## src/rtl/uart_tx_slave_if.sv

```systemverilog
// Memory-bus command/result bundle for the UART slave window.
// The master drives the command fields and the slave returns read_data.
interface uart_tx_slave_if;
   logic [29:0] address;
   logic        mem_read;
   logic        mem_write;
   logic [3:0]  mask_byte;
   logic [31:0] write_data;
   logic [31:0] read_data;

   modport master (
      output address, mem_read, mem_write, mask_byte, write_data,
      input  read_data
   );

   modport slave (
      input  address, mem_read, mem_write, mask_byte, write_data,
      output read_data
   );
endinterface

```

## src/rtl/uart_tx_slave.sv

```systemverilog
// Memory-mapped UART transmitter: TX FIFO fed from the bus, serialised as 8N1 frames, LSB first.
// Registers: 0 TXDATA, 1 STATUS, 2 BAUD_DIV, 3 CTRL.
module uart_tx_slave #(
   parameter int unsigned FIFO_DEPTH  = 8,
   parameter int unsigned DEFAULT_DIV = 434
) (
   input  logic              clk,
   input  logic              rst,
   uart_tx_slave_if.slave    membus,
   output logic              tx,
   output logic              tx_empty
);
   localparam int unsigned PW = $clog2(FIFO_DEPTH);
   localparam int unsigned LW = PW + 1;

   typedef enum logic [1:0] {IDLE, START, DATA, STOP} state_t;

   state_t        state;
   logic [7:0]    fifo_mem [FIFO_DEPTH];
   logic [PW-1:0] wr_ptr;
   logic [PW-1:0] rd_ptr;
   logic [LW-1:0] level;
   logic          overflow;
   logic [15:0]   baud_div;
   logic          enable;
   logic [15:0]   cnt;
   logic [2:0]    bit_idx;
   logic [7:0]    shift;

   logic [1:0]    sel;
   logic          full;
   logic          empty;
   logic          push_req;
   logic          push;
   logic          pop;
   logic          bit_end;
   logic [15:0]   reload;
   logic [15:0]   baud_new;
   logic [31:0]   rdata_c;

   wire unused_bits = ^{membus.address[29:2], membus.write_data[31:16], membus.mask_byte[3:2]};

   assign sel      = membus.address[1:0];
   assign full     = (level == LW'(FIFO_DEPTH));
   assign empty    = (level == '0);
   assign push_req = membus.mem_write && (sel == 2'd0) && membus.mask_byte[0];
   assign push     = push_req && !full;
   assign bit_end  = (cnt == 16'd0);
   assign reload   = baud_div - 16'd1;
   assign tx_empty = empty && (state == IDLE);

   // Pop happens from IDLE, or back-to-back at the end of a stop bit
   assign pop = enable && !empty && ((state == IDLE) || ((state == STOP) && bit_end));

   // Byte-lane merge for BAUD_DIV; zero would stall the bit counter, so it is stored as 1
   always_comb begin
      baud_new = baud_div;
      if (membus.mask_byte[0]) baud_new[7:0]  = membus.write_data[7:0];
      if (membus.mask_byte[1]) baud_new[15:8] = membus.write_data[15:8];
      if (baud_new == 16'd0)   baud_new       = 16'd1;
   end

   always_comb begin
      rdata_c = '0;
      case (sel)
         2'd1: begin
            rdata_c[0]       = (state != IDLE);
            rdata_c[1]       = full;
            rdata_c[2]       = empty;
            rdata_c[3]       = overflow;
            rdata_c[4 +: LW] = level;
         end
         2'd2:    rdata_c[15:0] = baud_div;
         2'd3:    rdata_c[0]    = enable;
         default: rdata_c       = '0;
      endcase
   end

   assign membus.read_data = membus.mem_read ? rdata_c : 32'd0;

   always_ff @(posedge clk) begin
      if (push) fifo_mem[wr_ptr] <= membus.write_data[7:0];
   end

   always_ff @(posedge clk) begin
      if (!rst) begin
         state    <= IDLE;
         wr_ptr   <= '0;
         rd_ptr   <= '0;
         level    <= '0;
         overflow <= 1'b0;
         baud_div <= 16'(DEFAULT_DIV);
         enable   <= 1'b1;
         cnt      <= '0;
         bit_idx  <= '0;
         shift    <= '0;
         tx       <= 1'b1;
      end else begin
         if (push) wr_ptr <= wr_ptr + PW'(1);
         if (pop)  rd_ptr <= rd_ptr + PW'(1);
         case ({push, pop})
            2'b10:   level <= level + LW'(1);
            2'b01:   level <= level - LW'(1);
            default: level <= level;
         endcase

         // Clear-on-write-1, but a same-edge dropped push still flags overflow
         if (membus.mem_write && (sel == 2'd1) && membus.mask_byte[0] && membus.write_data[3])
            overflow <= 1'b0;
         if (push_req && full)
            overflow <= 1'b1;

         if (membus.mem_write && (sel == 2'd2) && (membus.mask_byte[1:0] != 2'b00))
            baud_div <= baud_new;
         if (membus.mem_write && (sel == 2'd3) && membus.mask_byte[0])
            enable <= membus.write_data[0];

         case (state)
            IDLE: begin
               tx <= 1'b1;
               if (pop) begin
                  shift <= fifo_mem[rd_ptr];
                  cnt   <= reload;
                  tx    <= 1'b0;
                  state <= START;
               end
            end
            START: begin
               if (bit_end) begin
                  cnt     <= reload;
                  bit_idx <= '0;
                  tx      <= shift[0];
                  state   <= DATA;
               end else begin
                  cnt <= cnt - 16'd1;
               end
            end
            DATA: begin
               if (bit_end) begin
                  cnt <= reload;
                  if (bit_idx == 3'd7) begin
                     tx    <= 1'b1;
                     state <= STOP;
                  end else begin
                     shift   <= shift >> 1;
                     bit_idx <= bit_idx + 3'd1;
                     tx      <= shift[1];
                  end
               end else begin
                  cnt <= cnt - 16'd1;
               end
            end
            STOP: begin
               if (bit_end) begin
                  if (pop) begin
                     shift <= fifo_mem[rd_ptr];
                     cnt   <= reload;
                     tx    <= 1'b0;
                     state <= START;
                  end else begin
                     tx    <= 1'b1;
                     state <= IDLE;
                  end
               end else begin
                  cnt <= cnt - 16'd1;
               end
            end
            default: state <= IDLE;
         endcase
      end
   end
endmodule

```

## src/flat_wrapper.sv

```systemverilog
// flat-port wrapper written by rule: the top's interface ports become plain ports
module uart_tx_slave_flat 
#(
   parameter int unsigned FIFO_DEPTH  = 8,
   parameter int unsigned DEFAULT_DIV = 434
)
  (clk, rst, tx, tx_empty, membus_address, membus_mem_read, membus_mem_write, membus_mask_byte, membus_write_data, membus_read_data);
  uart_tx_slave_if membus_i ();
  input  logic clk;
  input  logic rst;
  output logic tx;
  output logic tx_empty;
  input wire logic [$bits(membus_i.address)-1:0] membus_address;
  input wire logic [$bits(membus_i.mem_read)-1:0] membus_mem_read;
  input wire logic [$bits(membus_i.mem_write)-1:0] membus_mem_write;
  input wire logic [$bits(membus_i.mask_byte)-1:0] membus_mask_byte;
  input wire logic [$bits(membus_i.write_data)-1:0] membus_write_data;
  output wire logic [$bits(membus_i.read_data)-1:0] membus_read_data;
  assign membus_i.address = membus_address;
  assign membus_i.mem_read = membus_mem_read;
  assign membus_i.mem_write = membus_mem_write;
  assign membus_i.mask_byte = membus_mask_byte;
  assign membus_i.write_data = membus_write_data;
  assign membus_read_data = membus_i.read_data;
  uart_tx_slave #(.FIFO_DEPTH(FIFO_DEPTH), .DEFAULT_DIV(DEFAULT_DIV)) u_core (.clk(clk), .rst(rst), .membus(membus_i), .tx(tx), .tx_empty(tx_empty));
endmodule
```

## config.mk

```make
export PLATFORM = sky130hd
export DESIGN_NAME = uart_tx_slave_flat
export DESIGN_NICKNAME = d
export VERILOG_FILES = /design/src/rtl/uart_tx_slave_if.sv /design/src/rtl/uart_tx_slave.sv /design/src/flat_wrapper.sv
export SDC_FILE = /design/constraint.sdc
export NUM_CORES = 1
export LEC_CHECK = 0
export CAP_MARGIN = 10
export CORE_ASPECT_RATIO = 1.75
export CORE_MARGIN = 2
export CORE_UTILIZATION = 35
export DETAILED_ROUTE_END_ITERATION = 8
export GPL_ROUTABILITY_DRIVEN = 0
export SLEW_MARGIN = 20
export SYNTH_ARGS = -nofsm -noshare
export SYNTH_HDL_FRONTEND = slang
export SYNTH_SLANG_ARGS = --single-unit
```

## constraint.sdc

```tcl
create_clock -name clk -period 2.7 [get_ports clk]
set_input_delay 0.54 -clock clk [delete_from_list [all_inputs] [get_ports clk]]
set_output_delay 0.54 -clock clk [all_outputs]
set_load 0.03 [all_outputs]
```

==> key figures <==
Status
  – Status: finished clean

Detailed routing
  – Via count: 5336
  – Mean routed wirelength per cell: 17.9 µm
  – Iteration-0 DRC Markers: 255
  – DRC viols: 0
  – Final ANT Viol Nets: 0
  – WL final: 17.7 mm
  – Detailed Routing Iterations Pass 1: 5
  – Vias/cell: 5.37

Yosys
  – Synth area leaders: edfxtp_1 (29%), dfxtp_1 (18%), mux4_2 (5.4%), nand2_1 (4.0%), ha_1 (3.7%)
  – Post-Synthesis Cell Area: 0.00671 mm²
  – Top-area cell type share of the netlist area: 28.7%
  – Seq/Total Area, Yosys: 46.9%
  – Ys Warns: 0
  – Seq cells post-synth: 125
  – Most frequent cell after synthesis: nand2_1
  – Top_reg_cell synth: edfxtp_1
  – Post-synth EDFFs: 64
  – Avg Cell Area, Syn: 10.2 µm²
  – Cell taking the most area after synthesis: edfxtp_1
  – Top post-synthesis cells by count: nand2_1 (71), edfxtp_1 (64), dfxtp_1 (61), nor2_1 (54), clkbuf_1 (32)
  – Syn Inst Count: 657
  – Post-synth ARST share: 0%
  – Unique masters post-synth: 65

Timing
  – Setup violators final: 0
  – Worst Max-Slew Pin Slew: 0.712 ns
  – Setup TNS: 0 ns
  – Final Hold Fails: 0
  – Rel. slew slack: 52.1%
  – Unrepaired setup endpoints after global routing: yes
  – Layout Skew: 0.0136 ns
  – Final period utilization: 97.7%
  – Fin. max-slew vios: 0
  – Post-layout min period: 2.64 ns
  – PnR worst setup slack: 0.0616 ns
  – Max Freq: 0.379 GHz

Power
  – Int Pwr: 0.00517 W
  – Clk pwr share: 27.2%
  – Switch Pwr: 0.00347 W
  – Static Leak: 3.10 nW
  – VDD IR max: 560 µV
  – Sw frac: 40.2%
  – Sequential power share: 27.6%
  – Comb pwr share: 45.1%
  – Total power: 0.00864 W
  – PD cells: 1040 mW/mm²

Critical path
  – Crit Path Class: input pin to output pin
  – Critical Path RT: 2.16 ns
  – Crit path DAT: 2.10 ns
  – Setup crit end kind: output pin
  – Crit. Startpoint: membus_address[0]
  – CP Max Fanout: 5
  – R2r startpoint: u_core.baud_div[0]$_SDFFE_PN0P_
  – CP Launch Type: input pin

Floorplan
  – Die extent in x: 109 µm
  – I/O pins: 104
  – Initial cell density of the core: 35.4%
  – Die height: 187 µm
  – Die area: 0.0203 mm²
  – Site row count: 67
  – Core ar.: 0.0189 mm²

Global route
  – All-Layer GR Usage: 18.4%
  – Vias in the first global route: 5521
  – Initial antenna violation count: 0
  – Largest net degree at the start of global routing: 55
  – Remaining Overflow, GRT: 0
  – First-pass GRT wire length: 28.7 mm

CTS
  – CTS tree: yes
  – Cts bufs inserted: 17
  – Max Root-Sink Buffers: 2
  – CTS Sinks: 125
  – Clk_lat worst skew: 0.42 ns
  – H-Tree Depth: 4
  – Register clock-pin slew on the reported worst setup and hold paths: 0.07 ns
  – Clk root buf: clkbuf_16

Layout
  – Synthesis-to-finish area growth: 24.2%
  – ANT cells: 0
  – Share of cells above drive strength 1: 19.5%
  – Final Cell Area: 0.00833 mm²
  – Finished Core Util: 44.0%
  – Nets: 829

Worst hold path
  – Hold path startpoint: u_core.bit_idx[1]$_SDFFE_PN0P_
  – HP Class: register to register

Placement
  – IO Port Bufs: 41
  – Hpwl dp: 13.1 mm
  – DP Worst Slack: -0.260 ns
  – Post-DP Area: 0.00765 mm²

Job
  – Max Cap Violations: 0
## cells in the final DEF (no fill, tap or decap), drive strengths merged, types with 12 or more instances in the layout
cell / netlist / routed
mux4: 16 / 16
edfxtp: 64 / 64
dfxtp: 61 / 61
mux2i: 17 / 17
xor2: 19 / 19
conb: 1 / 16
xnor2: 13 / 13
clkbuf: 32 / 17
o21ai: 22 / 22
nand2b: 15 / 15
nor2: 54 / 54
a21oi: 27 / 27
clkdlybuf4s50: 0 / 24
nor3: 12 / 12
ha: 20 / 20
inv: 12 / 18
buf: 20 / 75
nand3: 17 / 17
a21boi: 29 / 29
nand2: 71 / 71
## cell type report
| class | instances | area, µm² |
|---|---|---|
| multi-input combinational | 483 | 3380 |
| clock inverter | 15 | 198 |
| timing repair buffer | 100 | 828 |
| tap | 241 | 302 |
| fill | 1845 | 10600 |
| clock buffer | 17 | 425 |
| sequential | 125 | 3140 |
| inverter | 12 | 45.0 |
## metrics by stage
stage | hold WS (ns) | std cells
detailed placement | 0.468 | 961
floorplan | 0.443 | 672
global placement | 0.455 | 961
global route | 0.502 | 993
CTS | 0.480 | 993
finish | 0.479 | 993
## power by group through the flow
stage	Clock [W]	Combinational, W	Sequential (W)
global route	0.00249	0.00430	0.00241
detailed placement	0	0.00380	0.00242
floorplan	0	0.00264	0.00237
finish	0.00235	0.00390	0.00239
global placement	0	0.00367	0.00241
CTS	0.00241	0.00382	0.00238
## repair_timing
item,in CTS,in global routing
hold buffers,0,0
endpoints found under the hold margin,0,0
setup endpoints to repair,0,8
setup buffers,0,0
resized for setup,0,15
## flip-flops by register name, summed over array words and instances, names as in the netlist, named ones only
name             flops
u_core.level         4
u_core.overflow      1
u_core.shift         8
u_core.wr_ptr        3
u_core.bit_idx       3
u_core.state         2
u_core.tx            1
u_core.fifo_mem     64
u_core.baud_div     16
u_core.cnt          16
u_core.enable        1
u_core.rd_ptr        3
## worst paths after layout
kind	end	slack (ns)	depth (start not counted)
worst max-delay path	membus_read_data[1]	0.06	8
worst min-delay path	u_core.bit_idx[1]$_SDFFE_PN0P_	0.48	2
worst max register to register	u_core.cnt[13]$_SDFF_PN0_	0.18	6
worst min register to register	u_core.bit_idx[1]$_SDFFE_PN0P_	0.48	2
## logic make-up after synthesis
family,count (synthesis),synth area share [%]
fa+ha+maj,20,3.73
compound gates,134,13.5
xor+xnor,32,4.29
flops,125,46.9
mux,35,8.25
other cells,1,0.0559
simple gates,246,18.8
buf+inv,64,4.52
## worst max-delay path, cell delays in order
cell	delay, ns
clkdlybuf4s50_1	0.49
inv_1	0.06
buf_4	0.13
ha_1	0.24
buf_4	0.17
a22oi_1	0.19
nor2_1	0.08
buf_4	0.18
## routing by layer
metal | track usage, % | part of all wire, % | vias up
li1 | - | - | 2543
met1 | 19.0 | 36 | 2589
met2 | 34.3 | 56 | 157
met3 | 3.34 | 3.4 | 47
met4 | 9.17 | 4.5 | 0
met5 | 0 | 0 | -
(Power assumes the default switching activity.)
==> RTL change, RTL diff (same settings) <==
Put one more register stage on the output `tx`. The value now appears one clock later. The other outputs are not delayed to match.
--- a/src/rtl/uart_tx_slave.sv
+++ b/src/rtl/uart_tx_slave.sv
@@ -14,6 +14,8 @@
    localparam int unsigned LW = PW + 1;
 
    typedef enum logic [1:0] {IDLE, START, DATA, STOP} state_t;
+
+   logic tx_s0;
 
    state_t        state;
    logic [7:0]    fifo_mem [FIFO_DEPTH];
@@ -94,7 +96,7 @@
          cnt      <= '0;
          bit_idx  <= '0;
          shift    <= '0;
-         tx       <= 1'b1;
+         tx_s0    <= 1'b1;
       end else begin
          if (push) wr_ptr <= wr_ptr + PW'(1);
          if (pop)  rd_ptr <= rd_ptr + PW'(1);
@@ -117,11 +119,11 @@
 
          case (state)
             IDLE: begin
-               tx <= 1'b1;
+               tx_s0 <= 1'b1;
                if (pop) begin
                   shift <= fifo_mem[rd_ptr];
                   cnt   <= reload;
-                  tx    <= 1'b0;
+                  tx_s0 <= 1'b0;
                   state <= START;
                end
             end
@@ -129,7 +131,7 @@
                if (bit_end) begin
                   cnt     <= reload;
                   bit_idx <= '0;
-                  tx      <= shift[0];
+                  tx_s0   <= shift[0];
                   state   <= DATA;
                end else begin
                   cnt <= cnt - 16'd1;
@@ -139,12 +141,12 @@
                if (bit_end) begin
                   cnt <= reload;
                   if (bit_idx == 3'd7) begin
-                     tx    <= 1'b1;
+                     tx_s0 <= 1'b1;
                      state <= STOP;
                   end else begin
                      shift   <= shift >> 1;
                      bit_idx <= bit_idx + 3'd1;
-                     tx      <= shift[1];
+                     tx_s0   <= shift[1];
                   end
                end else begin
                   cnt <= cnt - 16'd1;
@@ -155,10 +157,10 @@
                   if (pop) begin
                      shift <= fifo_mem[rd_ptr];
                      cnt   <= reload;
-                     tx    <= 1'b0;
+                     tx_s0 <= 1'b0;
                      state <= START;
                   end else begin
-                     tx    <= 1'b1;
+                     tx_s0 <= 1'b1;
                      state <= IDLE;
                   end
                end else begin
@@ -169,5 +171,9 @@
          endcase
       end
    end
+   always_ff @(posedge clk) begin
+      tx <= tx_s0;
+   end
+
 endmodule
 
Check against the original RTL: not equivalent (Yosys sat finds a counterexample within 4 cycles, from zero or initial values and one cycle with rst low).
==> RTL change against the unedited design <==
Sequential share of layout area grew 0.98 points. Die area grew 1.1%. Routed wire length decreased by 0.81%. Design area down 1.9%. Via count increased by 0.52%. Worst setup slack improved by 73 ps. Sequential cell count increased by 1. Power decreased by 14%. Count of clock-buffer cells in the layout unchanged. Clock power fell by 9.8%. First-iteration DRC count decreased by 25%. Area after synthesis up 1.1%. Critical path depth is 1 lower. Critical endpoint is now membus_read_data[0].
==> RTL change: results (changes against the unedited design) <==
stage,metric,value,unit,change
yosys,synth.top_cell.area_share,0.284,,was 0.287
placement,dp_hpwl,12.7,mm,was 13.1 mm
yosys,ys_types,64,,was 65
min_path,holdPathStages,0,,was 2
drt,firstDrtPassIters,4,,was 5
drt,drt-initial-drc-count,192,,was 255
yosys,synth_common_cells,"74 x nand2_1, 64 x edfxtp_1, 62 x dfxtp_1",,"was 71 x nand2_1, 64 x edfxtp_1, 61 x dfxtp_1"
grt,grt_pass1_vias,5459,,was 5521
cells_and_area,layout-drive-gt1-share,0.167,,was 0.195
sta,skew,10.5,ps,was 13.6 ps
worst_setup_path,critical_path.max_fanout,9,,was 5
cells_and_area,nNetsFinal,822,,was 829
placement,placed_cells,952,,was 961
worst_setup_path,r2r_cells,10,,was 6
min_path,min_from,u_core.tx_s0,,was u_core.bit_idx[1]
grt,grt_pass1_wl,27.8,mm,was 28.7 mm
worst_setup_path,timing.rr.end,u_core.shift[7],,was u_core.cnt[13]
clocking,cts_made_buffers,17,,unchanged
pwr,p_leak,2.96,nW,was 3.10 nW
yosys,postSynthAreaPerCell,10.2,sq um,about the same
yosys,synth.area.top_cells,"edfxtp_1 28%, dfxtp_1 18%, mux4_2 5.3%",,"was edfxtp_1 29%, dfxtp_1 18%, mux4_2 5.4%"
pwr,ir_worst_vdd,583,uV,was 560 uV
min_path,min_delay_worst_endpoint,u_core.tx,,was u_core.bit_idx[1]
cells_and_area,stdcell_count,985,,was 993
worst_setup_path,r2r-start,u_core.cnt[0],,was u_core.baud_div[0]
worst_setup_path,worstPathArrival,2030,ps,was 2100 ps
min_path,hold_path.class,register to register,,unchanged
grt,grtUsageTotal,0.176,,was 0.184
yosys,synth_seq_area_share,0.467,,was 0.469
drt,drt-met1-wl,6.56,mm,was 6.36 mm
grt,grt_max_degree,36,,was 55
drt,wl_met3,639,um,was 599 um
drt,met2WireLength,9.61,mm,was 9.98 mm
yosys,yosysWarnings,0,,unchanged
drt,wl_per_cell,17.9,um,about the same
drt,via_per_inst,5.45,,was 5.37
status,outcome,"complete, no violations",,unchanged
sta,worst_pin_slew,637,ps,was 712 ps
[RTL change: cell count changes in the layout (fill, tap and decap cells not counted), sizes merged, moves of 4 or more]
cell | unedited run | this run
nand2b | 15 | 4
xor2 | 19 | 11
buf | 75 | 66
xnor2 | 13 | 19
nor2 | 54 | 50
a22oi | 9 | 15
nor3 | 12 | 16
[RTL change: area by class of cell]
type                            instances  area, sq um
Multi-Input combinational cell        483         3370
Clock inverter                         14          119
Fill cell                            1833        10900
Tap cell                              241          302
Inverter                               14         57.6
Timing Repair Buffer                   90          732
Sequential cell                       126         3160
Clock buffer                           17          425
[RTL change: layer usage]
metal	vias to the layer above	GRT usage
li1	2558	-
met4	0	0.0964
met1	2602	0.184
met5	-	0
met2	157	0.327
met3	47	0.0271
[RTL change: stage by stage]
stage / power (mW) / hold slack (ps) / worst slack, ps / area (sq um)
CTS: 7.43 / 378 / 51.6 / 8120
detailed placement: 5.30 / 375 / -228 / 7580
floorplan: 4.50 / 331 / 7.99 / 6860
finish: 7.45 / 374 / 134 / 8170
global route: 7.86 / 378 / 15.9 / 8170
global placement: 5.20 / 373 / -233 / 7580
[RTL change: where the power goes]
part | total, mW | switching [mW] | internal [mW]
clock network | 2.12 | 0.860 | 1.26
registers | 2.33 | 0.174 | 2.16
logic | 3.00 | 1.74 | 1.26
[RTL change: worst max-delay path by stage]
stage | start | end | slack [ps] | cells after the start
floorplan | u_core.cnt[0] | u_core.level[2] | 8 | 14
global placement | membus_address[0] | u_core.level[2] | -230 | 13
detailed placement | membus_address[0] | u_core.level[2] | -230 | 13
CTS | membus_address[0] | membus_read_data[0] | 50 | 7
global route | membus_address[0] | membus_read_data[0] | 20 | 7
finish | membus_address[0] | membus_read_data[0] | 130 | 7
[RTL change: repair_timing]
item                       4_1_cts  5_1_grt
cloned                           0        0
resized for setup                1        5
pin swaps                        0        2
buffers inserted                 0        2
setup endpoints to repair        1       12
[RTL change: logic make-up after synthesis]
logic type | Yosys count | synth area share
simple gates | 243 | 0.184
buf+inv | 71 | 0.0515
flops | 126 | 0.467
xor+xnor | 30 | 0.0388
other cells | 1 | 0.000553
fa+ha+maj | 20 | 0.0369
mux | 34 | 0.0799
compound gates | 140 | 0.141
